<file path="src/rtl/operand_entry_if.sv">
`default_nettype none
// ============================================================================
//  Module   : operand_entry_if
//  Brief    : Keypad/ALU handshake bundle for the calculator operand entry
//             block. The slave side is the operand_entry block itself.
//  Revision : 1.0 - initial release
// ============================================================================
interface operand_entry_if;
    logic        key_valid;
    logic [3:0]  key_code;
    logic [15:0] alu_res;
    logic        alu_valid;
    logic [15:0] num1;
    logic [15:0] num2;
    logic        op;
    logic        start;
    logic [15:0] disp;
    logic [1:0]  state;

    modport master (
        output key_valid, key_code, alu_res, alu_valid,
        input  num1, num2, op, start, disp, state
    );

    modport slave (
        input  key_valid, key_code, alu_res, alu_valid,
        output num1, num2, op, start, disp, state
    );
endinterface
`default_nettype wire

</file>
<file path="src/rtl/operand_entry.sv">
`default_nettype none
// ============================================================================
//  Module   : operand_entry
//  Brief    : Calculator operand entry FSM. Collects two BCD operands and an
//             add/subtract operator from keypad events, requests an ALU
//             evaluation, captures the result and supports result chaining.
//  Revision : 1.0 - initial release
// ============================================================================
module operand_entry #(
    parameter int MAX_DIGITS = 4
) (
    input  logic             clk,
    input  logic             rst_n,
    operand_entry_if.slave   bus
);

    typedef enum logic [1:0] {
        ENTER_A  = 2'b00,
        ENTER_B  = 2'b01,
        WAIT_RES = 2'b10,
        SHOW     = 2'b11
    } state_t;

    localparam logic [2:0] C_MAX   = 3'(MAX_DIGITS);
    localparam logic [3:0] C_PLUS  = 4'hA;
    localparam logic [3:0] C_MINUS = 4'hB;
    localparam logic [3:0] C_CLEAR = 4'hC;
    localparam logic [3:0] C_EQ    = 4'hE;

    state_t      state_q, state_d;
    logic [15:0] a_q, a_d;
    logic [15:0] b_q, b_d;
    logic [2:0]  cnt_a_q, cnt_a_d;
    logic [2:0]  cnt_b_q, cnt_b_d;
    logic        op_q, op_d;
    logic        start_q, start_d;
    logic [15:0] res_q, res_d;

    logic w_digit;
    logic w_oper;
    logic w_clear;
    logic w_equals;

    // Key decode; everything is qualified by key_valid so stray codes do nothing
    always_comb begin
        w_digit  = bus.key_valid && (bus.key_code <= 4'h9);
        w_oper   = bus.key_valid && ((bus.key_code == C_PLUS) || (bus.key_code == C_MINUS));
        w_clear  = bus.key_valid && (bus.key_code == C_CLEAR);
        w_equals = bus.key_valid && (bus.key_code == C_EQ);
    end

    // Next-state logic: per-state key handling, with clear overriding everything
    always_comb begin
        state_d = state_q;
        a_d     = a_q;
        b_d     = b_q;
        cnt_a_d = cnt_a_q;
        cnt_b_d = cnt_b_q;
        op_d    = op_q;
        start_d = 1'b0;
        res_d   = res_q;

        case (state_q)
            ENTER_A: begin
                if (w_digit) begin
                    if (cnt_a_q != C_MAX) begin
                        a_d     = {a_q[11:0], bus.key_code};
                        cnt_a_d = cnt_a_q + 3'd1;
                    end
                end else if (w_oper) begin
                    op_d    = (bus.key_code == C_MINUS);
                    b_d     = 16'h0000;
                    cnt_b_d = 3'd0;
                    state_d = ENTER_B;
                end
            end
            ENTER_B: begin
                if (w_digit) begin
                    if (cnt_b_q != C_MAX) begin
                        b_d     = {b_q[11:0], bus.key_code};
                        cnt_b_d = cnt_b_q + 3'd1;
                    end
                end else if (w_oper) begin
                    // Operator may only be changed before B has any digits
                    if (cnt_b_q == 3'd0) begin
                        op_d = (bus.key_code == C_MINUS);
                    end
                end else if (w_equals) begin
                    start_d = 1'b1;
                    state_d = WAIT_RES;
                end
            end
            WAIT_RES: begin
                // alu_valid during the start cycle still reflects a stale result
                if (bus.alu_valid && !start_q) begin
                    res_d   = bus.alu_res;
                    state_d = SHOW;
                end
            end
            SHOW: begin
                if (w_digit) begin
                    a_d     = {12'h000, bus.key_code};
                    cnt_a_d = 3'd1;
                    b_d     = 16'h0000;
                    cnt_b_d = 3'd0;
                    state_d = ENTER_A;
                end else if (w_oper) begin
                    // Chaining: the result becomes operand A, treated as full
                    a_d     = res_q;
                    cnt_a_d = C_MAX;
                    op_d    = (bus.key_code == C_MINUS);
                    b_d     = 16'h0000;
                    cnt_b_d = 3'd0;
                    state_d = ENTER_B;
                end
            end
            default: state_d = ENTER_A;
        endcase

        if (w_clear) begin
            state_d = ENTER_A;
            a_d     = 16'h0000;
            b_d     = 16'h0000;
            cnt_a_d = 3'd0;
            cnt_b_d = 3'd0;
            op_d    = 1'b0;
            start_d = 1'b0;
            res_d   = 16'h0000;
        end
    end

    // State register with synchronous active-low reset
    always_ff @(posedge clk) begin
        if (!rst_n) begin
            state_q <= ENTER_A;
            a_q     <= 16'h0000;
            b_q     <= 16'h0000;
            cnt_a_q <= 3'd0;
            cnt_b_q <= 3'd0;
            op_q    <= 1'b0;
            start_q <= 1'b0;
            res_q   <= 16'h0000;
        end else begin
            state_q <= state_d;
            a_q     <= a_d;
            b_q     <= b_d;
            cnt_a_q <= cnt_a_d;
            cnt_b_q <= cnt_b_d;
            op_q    <= op_d;
            start_q <= start_d;
            res_q   <= res_d;
        end
    end

    // Display mux: the operand being entered, or the captured result
    always_comb begin
        case (state_q)
            ENTER_A: bus.disp = a_q;
            SHOW:    bus.disp = res_q;
            default: bus.disp = b_q;
        endcase
    end

    assign bus.num1  = a_q;
    assign bus.num2  = b_q;
    assign bus.op    = op_q;
    assign bus.start = start_q;
    assign bus.state = state_q;

endmodule
`default_nettype wire

</file>
<file path="src/flat_wrapper.sv">
// flat-port wrapper written by rule: the top's interface ports become plain ports
module operand_entry_flat 
#(
    parameter int MAX_DIGITS = 4
)
  (clk, rst_n, bus_key_valid, bus_key_code, bus_alu_res, bus_alu_valid, bus_num1, bus_num2, bus_op, bus_start, bus_disp, bus_state);
  operand_entry_if bus_i ();
  input  logic clk;
  input  logic rst_n;
  input wire logic [$bits(bus_i.key_valid)-1:0] bus_key_valid;
  input wire logic [$bits(bus_i.key_code)-1:0] bus_key_code;
  input wire logic [$bits(bus_i.alu_res)-1:0] bus_alu_res;
  input wire logic [$bits(bus_i.alu_valid)-1:0] bus_alu_valid;
  output wire logic [$bits(bus_i.num1)-1:0] bus_num1;
  output wire logic [$bits(bus_i.num2)-1:0] bus_num2;
  output wire logic [$bits(bus_i.op)-1:0] bus_op;
  output wire logic [$bits(bus_i.start)-1:0] bus_start;
  output wire logic [$bits(bus_i.disp)-1:0] bus_disp;
  output wire logic [$bits(bus_i.state)-1:0] bus_state;
  assign bus_i.key_valid = bus_key_valid;
  assign bus_i.key_code = bus_key_code;
  assign bus_i.alu_res = bus_alu_res;
  assign bus_i.alu_valid = bus_alu_valid;
  assign bus_num1 = bus_i.num1;
  assign bus_num2 = bus_i.num2;
  assign bus_op = bus_i.op;
  assign bus_start = bus_i.start;
  assign bus_disp = bus_i.disp;
  assign bus_state = bus_i.state;
  operand_entry #(.MAX_DIGITS(MAX_DIGITS)) u_core (.clk(clk), .rst_n(rst_n), .bus(bus_i));
endmodule
</file>
<file path="config.mk">
export PLATFORM = sky130hd
export DESIGN_NAME = operand_entry_flat
export DESIGN_NICKNAME = d
export VERILOG_FILES = /design/src/rtl/operand_entry_if.sv /design/src/rtl/operand_entry.sv /design/src/flat_wrapper.sv
export SDC_FILE = /design/constraint.sdc
export NUM_CORES = 1
export LEC_CHECK = 0
export CAP_MARGIN = 10
export CELL_PAD_IN_SITES_DETAIL_PLACEMENT = 0
export CELL_PAD_IN_SITES_GLOBAL_PLACEMENT = 2
export CORE_MARGIN = 5
export CORE_UTILIZATION = 29
export CTS_BUF_LIST = sky130_fd_sc_hd__clkbuf_4 sky130_fd_sc_hd__clkbuf_8
export DETAILED_ROUTE_END_ITERATION = 7
export GPL_ROUTABILITY_DRIVEN = 0
export PLACE_DENSITY = 0.87
export SLEW_MARGIN = 40
export SYNTH_ARGS = -nofsm -noshare
export SYNTH_HDL_FRONTEND = slang
export SYNTH_SLANG_ARGS = --single-unit
export TNS_END_PERCENT = 20
</file>
<file path="constraint.sdc">
create_clock -name clk -period 2.4 [get_ports clk]
set_input_delay 0.36 -clock clk [delete_from_list [all_inputs] [get_ports clk]]
set_output_delay 0.36 -clock clk [all_outputs]
set_load 0.01 [all_outputs]
</file>
## Yosys cells after proc, flatten, opt, wreduce, memory -nomap -nowiden

Cells that the tools add are included.

| storage, ports and cells | value |
|---|---|
| bits in registers | 58 |
| bits in latches | 0 |
| bits in writable memories | 0 |
| memory bits (read-only) | 0 |
| bits of input ports | 24 |
| output and inout port bits | 52 |
| logic and storage cells | 94 |
| memories | 0 |

| operators by class | value |
|---|---|
| $add $sub $neg | 2 |
| $mul | 0 |
| div/mod/pow operators | 0 |
| order comparisons | 1 |
| eq/ne operators | 23 |
| shift operators | 0 |
| mux-type cells | 38 |
| bitwise gates (word level) | 2 |
| reductions and logical operators | 20 |

Operators by type and width:

| operator | count |
|---|---|
| $mux 16 | 9 |
| $pmux 16 s2 | 2 |
| $pmux 16 s3 | 1 |
| $mux 3 | 9 |
| $ne 2x1->1 const B | 9 |
| $eq 4x4->1 const B | 4 |
| $mux 2 | 7 |
| $pmux 3 s3 | 1 |
| $ne 2x2->1 const B | 4 |
| $pmux 2 s4 | 1 |
| $reduce_and 4->1 | 2 |
| $add 3x1->3 const B | 2 |
| $mux 1 | 6 |
| $ne 3x3->1 const B | 2 |
| $pmux 3 s2 | 1 |
| $reduce_and 6->1 | 1 |
| $logic_and 1x1->1 | 5 |
| $reduce_and 5->1 | 1 |
| $reduce_or 5->1 | 1 |
| $eq 2x2->1 const B | 2 |
| $le 4x4->1 const B | 1 |
| $reduce_bool 2->1 | 2 |
| $reduce_or 2->1 | 2 |
| $logic_not 3->1 | 1 |
| 9 further kinds | 10 |

## Depth between registers and ports, before layout

| logic depth | value |
|---|---|
| depth in word-level cells | 6 |
| depth in mapped cells | 9 |
| gate-level depth less buffers | 6 |

## Worst setup path after synthesis

No wires, ideal clock.

| timing path | value |
|---|---|
| path type | register to output |
| start point | reg u_core.state_q[1] (netlist: u_core.bus.state[1]) |
| end point | out bus_disp[10] |
| arrival | 1,660 ps |
| required time | 2,040 ps |
| setup slack | 380 ps |
| cell stages (with the launch flop) | 7 |
| path buffers | 2 |
| path through | dfxtp_1 -> inv_1 -> ha_1 -> clkbuf_1 -> buf_1 -> a22oi_1 -> o21ai_0 |

| between the ends | value |
|---|---|
| cells in the longest elaborated chain, start to end | 2 |
| elaborated cells between the ends (all ways) | 3 |
| classes of those cells | eq/ne: 1; mux: 1; reduce/logical: 1 |

RTL lines:

| item | RTL line | text |
|---|---|---|
| from (decl) | operand_entry.sv:30 | `state_t state_q, state_d;` |
| from (signal assigned) | operand_entry.sv:144 | `state_q <= state_d;` |
| $eq 2x2->1 or $logic_not 2->1 (tied branches) | operand_entry.sv:157 | `case (state_q)` |
| $pmux 16 s2 * | operand_entry.sv:157 |  |
| to (decl) | flat_wrapper.sv:18 | `output wire logic [$bits(bus_i.disp)-1:0] bus_disp;` |

Every way passes the cells marked *; elsewhere a longest branch is shown, timed or not.

## Worst setup path after layout

| timing path | value |
|---|---|
| start point | reg u_core.state_q[1] (netlist: u_core.bus.state[1]) |
| end point | out bus_disp[12] |

Same word-level chain as after synthesis.

==> flow_summary_export.csv <==
group,metric,value,unit
critical_path,rrSetupSlack,0.34,ns
timing,fmax,444,MHz
timing,finalSetupViolations,0,
pwr,p_leak,1.50,nW
clock_network,post-cts-setup-buffers,0,
critical_path,critPathKind,"reg -> out",
floorplan,die_h,114,microns
clock_network,cts-root-buf,"clkbuf_8",
detailed_routing,ant_nets,0,
floorplan,die_x,114,microns
critical_path,worst_setup_path_start_kind,"flip-flop",
global_route,overflow,0,
global_route,grt_max_degree,44,
floorplan,core_area,0.0104,sq mm
critical_path,path_cells,"inv_1, ha_1, buf_12, a22oi_1, o21ai_0, dlygate4sd2_1",
worst_hold_path,min_to,"u_core.bus.op",
floorplan,top_level_ports,76,
global_route,busiest_layer,"met2",
global_route,use_met3,2.81,%
critical_path,slowest_stage,"dfxtp_2",
synthesis,netlist_area,0.00312,sq mm
timing,worst_pin_slew,0.461,ns
global_route,antenna_found_initial,0,
critical_path,cp.arrival,1.89,ns
run,maxCapViolations,0,
clock_network,numCtsBuffers,9,
critical_path,r2r_start,"u_core.bus.state[1]",
timing,hold_slack,0.474,ns
detailed_routing,avgRoutedWirePerCell,17.0,microns
placed_design,dp_slack,0.105,ns
synthesis,avgSynthCellArea,7.93,sq um
synthesis,yosys_warnings,0,
floorplan,initial_core_util,30.0,%
critical_path,cpLargestDelayFamily,"buffers and inverters",
clock_network,insertion_delay,0.34,ns
timing,finalCritPeriodShare,93.8,%
critical_path,worst-path-buf-inv,3,
layout,finish.instance_area,0.00436,sq mm
synthesis,yosysMostFrequentCell,"nand2_1",
synthesis,syn_nets,427,
clock_network,cts_resized,27,
timing,drv_slew,0,
critical_path,max_stage_delay,0.37,ns
synthesis,yosysTopAreaCell,"dfxtp_1",
synthesis,synth_edf_count,0,
pwr,ir_drop,0.262,mV
floorplan,rows,37,
clock_network,ctsLongestPathBuffers,2,
synthesis,synth_common_cells,"nand2_1, a21oi_1, dfxtp_1",
layout,final_nets,500,
synthesis,synth_top_cell_area_share,37.2,%
synthesis,synthTopCellsByArea,"dfxtp_1, a21oi_1, nand2_1",
synthesis,ys.flop_type,"dfxtp_1",
detailed_routing,drt_first_iter_violations,296,
clock_network,h-tree-depth,3,
pwr,powerDensity,566,mW/mm^2
critical_path,worst_setup_path_end_kind,"output pin",
detailed_routing,routed_wl,10.3,mm
global_route,grt_pass1_wl,16.6,mm
timing,tns,0,ns
placed_design,io_buffers,75,
detailed_routing,drc,0,
critical_path,reg2reg_depth,8,
clock_network,ctsHoldBuffers,0,
critical_path,r2r-end,"u_core.bus.num2[2]",
worst_hold_path,whs_path_depth,2,
timing,fin_ws,0.149,ns
synthesis,seq_area_frac_synth,37.2,%
placed_design,hpwl,7.25,mm
layout,antenna_cells,0,
clock_network,cts_sinks,58,
global_route,grtUsageMet1,22.5,%
synthesis,syn_inst,394,
detailed_routing,dr.pass1.iters,4,
timing,period_needed,2.25,ns
clock_network,path_clk_slew,0.07,ns
layout,syn_to_final_growth,39.6,%
timing,relSlewSlack,68.9,%
worst_hold_path,min_from,"u_core.bus.op",
pwr,power,2.47,mW
synthesis,synth.distinct_cells,53,
critical_path,path_max_fanout,24,
detailed_routing,vias_per_cell,5.22,
global_route,grt_util_all_layers,16.1,%
timing,rsz0062_at_grt,"false",
layout,drive_gt1_share,12.9,%
global_route,grt_pass1_vias,3002,
placed_design,dpl_cell_area,0.00412,sq mm
global_route,grt_util_met2,24.2,%
floorplan,dieArea,0.0129,sq mm
timing,final_hold_viol_count,0,
critical_path,worstPathRequired,2.04,ns
worst_hold_path,min_path_type,"reg -> reg",
synthesis,async_reset_ff_share,0,%
synthesis,synth-seq-cells,58,
status,outcome,"completed",
clock_network,cts_tree,"built",
detailed_routing,via_count,3173,
timing,clock_skew,0.00846,ns
==> power by group <==
group	total, mW	internal, mW	switching [mW]
combinational	0.408	0.198	0.209
sequential	1.02	0.992	0.0323
clock	1.04	0.621	0.417
==> logic make-up after synthesis <==
family,synth area share (%)
compound gates,34.0
simple gates,17.9
flops,37.2
buf+inv,6.65
fa+ha+maj,3.60
mux,0.641
==> per-stage QoR <==
step	utilization, %	cells
CTS	41.9	608
floorplan	-	394
detailed placement	39.6	592
global placement	39.6	592
finish	41.9	608
global route	41.9	608
==> worst max path at each step <==
stage / from / to / slack [ns] / cells after the start
3_3_place_gp: bus_key_valid / u_core.bus.num2[2] / 0.17 / 6
6_report: u_core.bus.state[1] / bus_disp[12] / 0.15 / 6
5_1_grt: u_core.bus.state[1] / bus_disp[12] / 0.03 / 6
4_1_cts: u_core.bus.state[1] / bus_disp[12] / 0.18 / 6
2_1_floorplan: u_core.bus.state[1] / bus_disp[10] / 0.38 / 6
3_5_place_dp: bus_key_code[3] / u_core.bus.state[0] / 0.11 / 5
==> metal layers <==
| layer | routed length (microns) | vias to the layer above |
|---|---|---|
| li1 | - | 1575 |
| met1 | 5020 | 1500 |
| met2 | 4580 | 80 |
| met3 | 460 | 18 |
| met4 | 263 | 0 |
| met5 | 0 | - |
==> worst reg2reg max path, delay by kind of cell (launching register included) <==
kind / cells / cell delay [ns]
AO/OA/AOI/OAI: 1 / 0.14
buffers and inverters: 3 / 0.53
flip-flops: 1 / 0.37
AND/OR/NAND/NOR: 3 / 0.74
adder cells (fa/ha/maj): 1 / 0.23
==> area by class of cell <==
class,instances,area (sq um)
inverter,11,41.3
tap,136,170
clock inverter,5,77.6
sequential,58,1160
clock buffer,11,145
multi-input combinational,291,1800
fill,1080,6050
timing repair buffer,96,963
==> flip-flops by register name, indices dropped and copies added, names as in the netlist <==
name and flops:
u_core.bus.num2 16, u_core.bus.state 2, u_core.cnt_b_q 3, u_core.bus.start 1, u_core.bus.num1 16, u_core.cnt_a_q 3, u_core.bus.op 1, u_core.res_q 16
==> cell usage in the layout (no fill, tap or decap), types with 4 or more instances in the layout <==
| cell | synthesis | final |
|---|---|---|
| o31ai_1 | 9 | 9 |
| inv_1 | 11 | 11 |
| ha_1 | 9 | 9 |
| a22oi_2 | 0 | 7 |
| clkdlybuf4s50_1 | 0 | 59 |
| dfxtp_1 | 58 | 56 |
| o21ai_0 | 25 | 23 |
| a31oi_1 | 4 | 4 |
| buf_12 | 0 | 6 |
| buf_4 | 3 | 15 |
| a22oi_1 | 16 | 9 |
| clkbuf_8 | 0 | 10 |
| a21oi_1 | 65 | 65 |
| nand2_1 | 73 | 73 |
| nor2b_1 | 14 | 14 |
| o31ai_2 | 8 | 8 |
| dlygate4sd2_1 | 0 | 16 |
| nor2_1 | 5 | 5 |
| a211oi_1 | 13 | 13 |
Power figures use the tool's default switching activity.
